[src/rtl/updown_counter_param.sv]
// Parametrised up/down counter with wrap or saturate boundaries, enable prescaler,
// synchronous clamped load, one-cycle terminal-count pulse, sticky overflow and compare match.
module updown_counter_param #(
  parameter int WIDTH    = 8,
  parameter int MAX_VAL  = 2**WIDTH - 1,
  parameter int SATURATE = 0,
  parameter int PRESCALE = 1
) (
  input  logic             clk,
  input  logic             reset,
  input  logic             en,
  input  logic             up_dn,
  input  logic             load,
  input  logic [WIDTH-1:0] load_val,
  input  logic [WIDTH-1:0] cmp_val,
  input  logic             clr_ovf,
  output logic [WIDTH-1:0] Qout,
  output logic             tc,
  output logic             ovf,
  output logic             match
);

  // A single-step prescaler still gets one register bit; it simply never leaves 0.
  localparam int PW = (PRESCALE > 1) ? $clog2(PRESCALE) : 1;
  localparam logic [WIDTH-1:0] MAX_Q   = WIDTH'(MAX_VAL);
  localparam logic [PW-1:0]    PS_LAST = PW'(PRESCALE - 1);

  logic [WIDTH-1:0] cnt_q, cnt_d;
  logic [PW-1:0]    ps_q, ps_d;
  logic             tc_q, tc_d;
  logic             ovf_q, ovf_d;
  logic             step;
  logic             at_bound;

  always_comb begin
    cnt_d    = cnt_q;
    ps_d     = ps_q;
    step     = 1'b0;
    at_bound = 1'b0;

    if (load) begin
      cnt_d = (load_val > MAX_Q) ? MAX_Q : load_val;
      ps_d  = '0;
    end else if (en) begin
      if (ps_q == PS_LAST) begin
        ps_d = '0;
        step = 1'b1;
      end else begin
        ps_d = ps_q + 1'b1;
      end
    end

    if (step) begin
      if (up_dn) begin
        if (cnt_q == MAX_Q) begin
          at_bound = 1'b1;
          cnt_d    = (SATURATE != 0) ? cnt_q : '0;
        end else begin
          cnt_d = cnt_q + 1'b1;
        end
      end else begin
        if (cnt_q == '0) begin
          at_bound = 1'b1;
          cnt_d    = (SATURATE != 0) ? cnt_q : MAX_Q;
        end else begin
          cnt_d = cnt_q - 1'b1;
        end
      end
    end

    // A boundary event in the same cycle as clr_ovf keeps the flag set.
    tc_d  = at_bound;
    ovf_d = at_bound | (ovf_q & ~clr_ovf);
  end

  always_ff @(posedge clk or negedge reset) begin
    if (!reset) begin
      cnt_q <= '0;
      ps_q  <= '0;
      tc_q  <= 1'b0;
      ovf_q <= 1'b0;
    end else begin
      cnt_q <= cnt_d;
      ps_q  <= ps_d;
      tc_q  <= tc_d;
      ovf_q <= ovf_d;
    end
  end

  assign Qout  = cnt_q;
  assign tc    = tc_q;
  assign ovf   = ovf_q;
  assign match = (cnt_q == cmp_val);

endmodule

[config.mk]
export PLATFORM = sky130hd
export DESIGN_NAME = updown_counter_param
export DESIGN_NICKNAME = d
export VERILOG_FILES = /design/src/rtl/updown_counter_param.sv
export SDC_FILE = /design/constraint.sdc
export NUM_CORES = 1
export LEC_CHECK = 0
export CAP_MARGIN = 20
export CORE_MARGIN = 4
export CORE_UTILIZATION = 40
export CTS_CLUSTER_DIAMETER = 30
export DETAILED_ROUTE_END_ITERATION = 8
export PLACE_DENSITY_LB_ADDON = 0.15
export SYNTH_ARGS = -nofsm -noshare
export SYNTH_HDL_FRONTEND = slang
export SYNTH_SLANG_ARGS = --single-unit
export TNS_END_PERCENT = 50
[constraint.sdc]
create_clock -name clk -period 1.9 [get_ports clk]
set_clock_uncertainty 0.15 [all_clocks]
set_input_delay 0.38 -clock clk [delete_from_list [all_inputs] [get_ports clk]]
set_output_delay 0.38 -clock clk [all_outputs]
set_load 0.01 [all_outputs]
# ---- Word level (Yosys, flattened, before mapping)
# Cells that the tools add are included.
dict set report word_totals {
  reg_bits 11
  in_bits 22
  out_inout_bits 11
  wordCells 32
}
dict set report op_classes {
  n_addsub 3
  order_cmp 1
  n_eq_ne 2
  n_mux 16
  n_bitwise 3
  n_reduce_logical 3
}
# op n
set op_table {}
lappend op_table {{$mux 8} 6}
lappend op_table {{$mux 1} 10}
lappend op_table {{$add 8x1->8 const B} 1}
lappend op_table {{$eq 8x8->1} 1}
lappend op_table {{$eq 8x8->1 const B} 1}
lappend op_table {{$gt 8x8->1 const B} 1}
lappend op_table {{$logic_not 8->1} 1}
lappend op_table {{$sub 8x1->8 const B} 1}
lappend op_table {{$reduce_bool 2->1} 2}
lappend op_table {{$add 1x1->1 const B} 1}
lappend op_table {{$and 1x1->1} 1}
lappend op_table {{$not 1->1} 1}
lappend op_table {{$or 1x1->1} 1}

# ---- Longest topological paths before layout
# Gate-level depths: netlist of run 1.
dict set report logic_depth {
  ltp_word 5
  mapped_depth 8
}

# ---- Least setup slack after synthesis of run 1
# No wires, ideal clock.
dict set report synth_path {
  path_type {reg2reg}
  from {reg cnt_q[0], in the netlist Qout[0]}
  to {reg cnt_q[3], in the netlist Qout[3]}
  setup_time_ps 104
  arrival_ps 1784
  slack_ps -138
  stages_incl_launch_ff 9
  path_buffers 2
  period_less_slack_ps 2038
  cell_sequence {dfrtp_1 clkbuf_1 inv_1 ha_1 or3b_2 clkbuf_1 nor2_1 o21ai_0 a221oi_1}
}
dict set report synth_between {
  elab_chain_len 4
  elab_cells_between_ends 8
}
# element line_no
set synth_rtl {}
lappend synth_rtl {{start, declared} 28} ;# logic [WIDTH-1:0] cnt_q, cnt_d;
lappend synth_rtl {{start signal, assigned} 83} ;# cnt_q <= cnt_d;
lappend synth_rtl {{$sub 8x1->8 (tied with other cells)} 66} ;# cnt_d = cnt_q - 1'b1;
lappend synth_rtl {{$mux 8, on equally long branches} {62, 55}}
lappend synth_rtl {{$mux 8 *} 54} ;# if (up_dn) begin
lappend synth_rtl {{$mux 8 *} 53} ;# if (step) begin
# Mark *: on every way between the ends. The rest lies on a longest branch, timed or not.
# A chain may end at the register's enable or synchronous reset.

# ---- Worst setup path in the final report of run 1
dict set report layout_path {
  from {in cmp_val[5]}
  to {out match}
}
dict set report layout_between {
  elab_chain_len 1
}
# element line_no
set layout_rtl {}
lappend layout_rtl {{start, declared} 15} ;# input logic [WIDTH-1:0] cmp_val,
lappend layout_rtl {{$eq 8x8->1} 93} ;# assign match = (cnt_q == cmp_val);
lappend layout_rtl {{end, declared} 20} ;# output logic match
# Every way passes these cells.

==> impl_metrics.toml, run 1 <==
[yosys]
yosys_warnings = 0
synth_compound_area_frac = 0.277
netlist_instances = 125
synthMuxAreaShare = 0
ys_seq_area_frac = 0.260
syn_area_per_cell_sq_um = 7.71
synthAdderAreaFrac = 0.0390
synth-simple-area-share = 0.210
synth_area_sq_um = 963
ys_seq_elements = 10
syn_nets = 150
synth-xor-area-share = 0.109
synth_top_family_by_area = "compound AO/OA/AOI/OAI gates"
synth_cell_types = 39

[detailed_routing]
routed_wl_mm = 2.95
drt_iter0_markers = 40
remaining_drc_errors = 0
vias = 1139
avgRoutedWirePerCell_um = 14.7
detail-route-antenna-nets = 0
vias_per_cell = 5.67
dr.pass1.iters = 4

[clocking]
htreeDepth = 1
cts_tree = "yes"
postCtsHoldBufs = 0
worstSkewPairLatency_ns = 0.27
cts_buffers = 3
path_clk_slew_ns = 0.08
cts_root_buf = "clkbuf_4"
clock_path_buffers = 2
cts.sinks = 10

[placed_design]
port_buffers = 32
hpwl_mm = 2.35
preCtsSetupSlack_ns = -0.378
place.gp.congestion = 0.843
place_area_sq_um = 1420

[grt]
grt_pass1_wl_mm = 4.70
grt_overflow_total = 0
grt_max_degree = 14
grt_antenna_before_repair = 0
grt_use_total = 0.181
grt_pass1_vias = 1028

[hold_path]
hp-class = "in2async"

[worst_setup_path]
cp_data_required_time_ns = 1.37
crit_path_end_kind = "primary output"
crit_fanout = 1
worstSetupPathType = "in2out"
cp-start-kind = "input pin"
crit_arrival_ns = 1.33

[floorplanning]
core_area_sq_um = 2250
initial_core_util = 0.427
die_w_um = 57.1
pin_count = 33
die-area_sq_um = 3260
fp-row-count = 17
die_h_um = 57.1

[layout]
nets = 199
fin_util = 0.667
drive_above_1_share = 0.231
syn_to_final_growth_pct = 56.1
antenna_cells = 0
nFillCells = 194
fin_area_sq_um = 1500

[run_status]
run_status = "completed"

[job]
cap_viol_max_count = 0

[power_and_ir_drop]
power_leakage_nw = 0.654
powerDensity_nw_per_um2 = 568
ir_worst_vdd_uv = 496

[timing]
finalCriticalPeriod_ns = 1.86
final.period_utilization = 0.980
timing.fmax_ghz = 0.537
finalHoldViolCount = 0
tightest_slew_ns = 0.519
drv_slew = 0
finalSetupViolations = 0
max_slew_margin = 0.653
rsz0062_at_grt = "true"
setup_ws_ns = 0.0375
cell usage in the layout (no fill, tap or decap), types with 2 or more instances in the layout:
master,count
clkbuf_4,3
nand4_1,3
nor2_1,10
dlymetal6s2s_1,4
nand2_1,10
xor2_1,2
a32oi_1,2
xnor2_1,8
o21ai_1,2
o21bai_1,2
inv_1,8
dlygate4sd2_1,4
o22ai_1,2
o21ai_0,8
inv_2,2
nand3_1,2
a31oi_1,6
o211ai_1,2
nor3_1,6
xnor2_2,2
buf_4,22
a21oi_1,4
dfrtp_1,10
clkdlybuf4s50_1,23
ha_1,2
power by group:
part,total (mW),leakage (nW),internal (mW),switching [mW]
Sequential,0.253,0.121,0.232,0.0207
Clock,0.208,0.0210,0.116,0.0912
Combinational,0.393,0.511,0.209,0.184
repair_timing:
action	in CTS	in global routing
pin swaps	0	1
buffers inserted	3	0
endpoints found under the setup margin	7	6
resized for setup	9	7
Yosys cell counts:
cell type | number | area (sq um)
nand3_1 | 2 | 10.0
and4_2 | 1 | 10.0
a21boi_0 | 1 | 7.51
or3b_2 | 1 | 8.76
a31oi_1 | 6 | 37.5
inv_1 | 10 | 37.5
a311o_1 | 1 | 10.0
or3_1 | 1 | 6.26
o22ai_1 | 2 | 12.5
a41oi_1 | 1 | 8.76
nor2b_1 | 1 | 6.26
a32oi_1 | 2 | 17.5
buf_6 | 3 | 33.8
o21ai_1 | 1 | 5.00
o21ai_0 | 9 | 45.0
and3_2 | 1 | 7.51
dfrtp_1 | 10 | 250
o21a_1 | 1 | 7.51
nand4_1 | 3 | 18.8
o211ai_1 | 2 | 15.0
ha_1 | 3 | 37.5
xor2_1 | 2 | 17.5
o31ai_1 | 1 | 7.51
or2_2 | 1 | 6.26
nor2_1 | 10 | 37.5
or4_4 | 1 | 11.3
clkbuf_1 | 8 | 30.0
xnor2_1 | 10 | 87.6
a21boi_1 | 1 | 7.51
a21oi_1 | 4 | 20.0
o21bai_1 | 2 | 15.0
a22oi_1 | 1 | 7.51
and3_1 | 1 | 6.26
nand2_1 | 10 | 37.5
o311ai_2 | 1 | 16.3
nor3_1 | 6 | 30.0
o31a_1 | 1 | 8.76
a221oi_1 | 2 | 17.5
nand2b_1 | 1 | 6.26
worst max-delay path: stages:
cell and delay (ns):
clkdlybuf4s50_1 0.49, xnor2_1 0.13, nand4_1 0.10, nor2_1 0.10
buf_2 0.13
final cells by class:
cell class	instances	area, sq um	area share
flip-flops and latches	10	250	0.166
clock buffers	4	36.3	0.0241
repair buffers	55	497	0.330
well taps	28	35.0	0.0233
inverters	10	37.5	0.0250
multi-input cells	94	648	0.431
kinds of logic (layout without fill, tap and decap cells):
family	after synthesis	in the layout
adder cells (fa/ha/maj)	3	3
buffers and inverters	21	69
AO/OA/AOI/OAI	39	39
flip-flops	10	10
AND/OR/NAND/NOR	40	40
XOR/XNOR	12	12
final timing paths:
kind                            start  slack, ns       to  cells past startpoint
max                        cmp_val[5]       0.04    match                      5
min                             reset       0.29  Qout[4]                      1
max reg2reg                   Qout[5]       0.05  Qout[6]                      4
min reg2reg                       ovf       0.39      ovf                      2
max in group asynchronous       reset       0.96  Qout[2]                      1
min in group clk                  ovf       0.39      ovf                      2
sequential cells by signal (all words and copies together) (netlist names):
signal  flops
Qout        8
ovf         1
tc          1
through the flow:
step | hold WS (ns) | total power [mW] | setup TNS (ns) | cells
detailed placement | 0.387 | 0.637 | -0.544 | 194
floorplan | -0.0656 | 0.473 | -0.0468 | 125
finish | 0.294 | 0.854 | 0 | 201
global placement | 0.375 | 0.630 | -0.542 | 194
global route | 0.322 | 0.905 | -0.0721 | 201
CTS | 0.304 | 0.845 | 0 | 201
layer usage:
layer	part of all wire	wire length [um]	GRT usage	vias up
met5	0	0	0	-
met4	0	0	0.0298	0
met3	0.081	238	0.0339	0
met2	0.49	1460	0.295	53
met1	0.42	1250	0.251	538
li1	-	-	-	548
Power figures use the tool's default switching activity.
==> run 2, diff against run 1 <==
--- a/config.mk
+++ b/config.mk
@@ -8,9 +8,9 @@
 export CAP_MARGIN = 20
 export CORE_MARGIN = 4
 export CORE_UTILIZATION = 40
-export CTS_CLUSTER_DIAMETER = 30
 export DETAILED_ROUTE_END_ITERATION = 8
 export PLACE_DENSITY_LB_ADDON = 0.15
+export SLEW_MARGIN = 20
 export SYNTH_ARGS = -nofsm -noshare
 export SYNTH_HDL_FRONTEND = slang
 export SYNTH_SLANG_ARGS = --single-unit
==> results of run 2 <==
No change in the layout: final DEF, timing and power equal those of run 1.
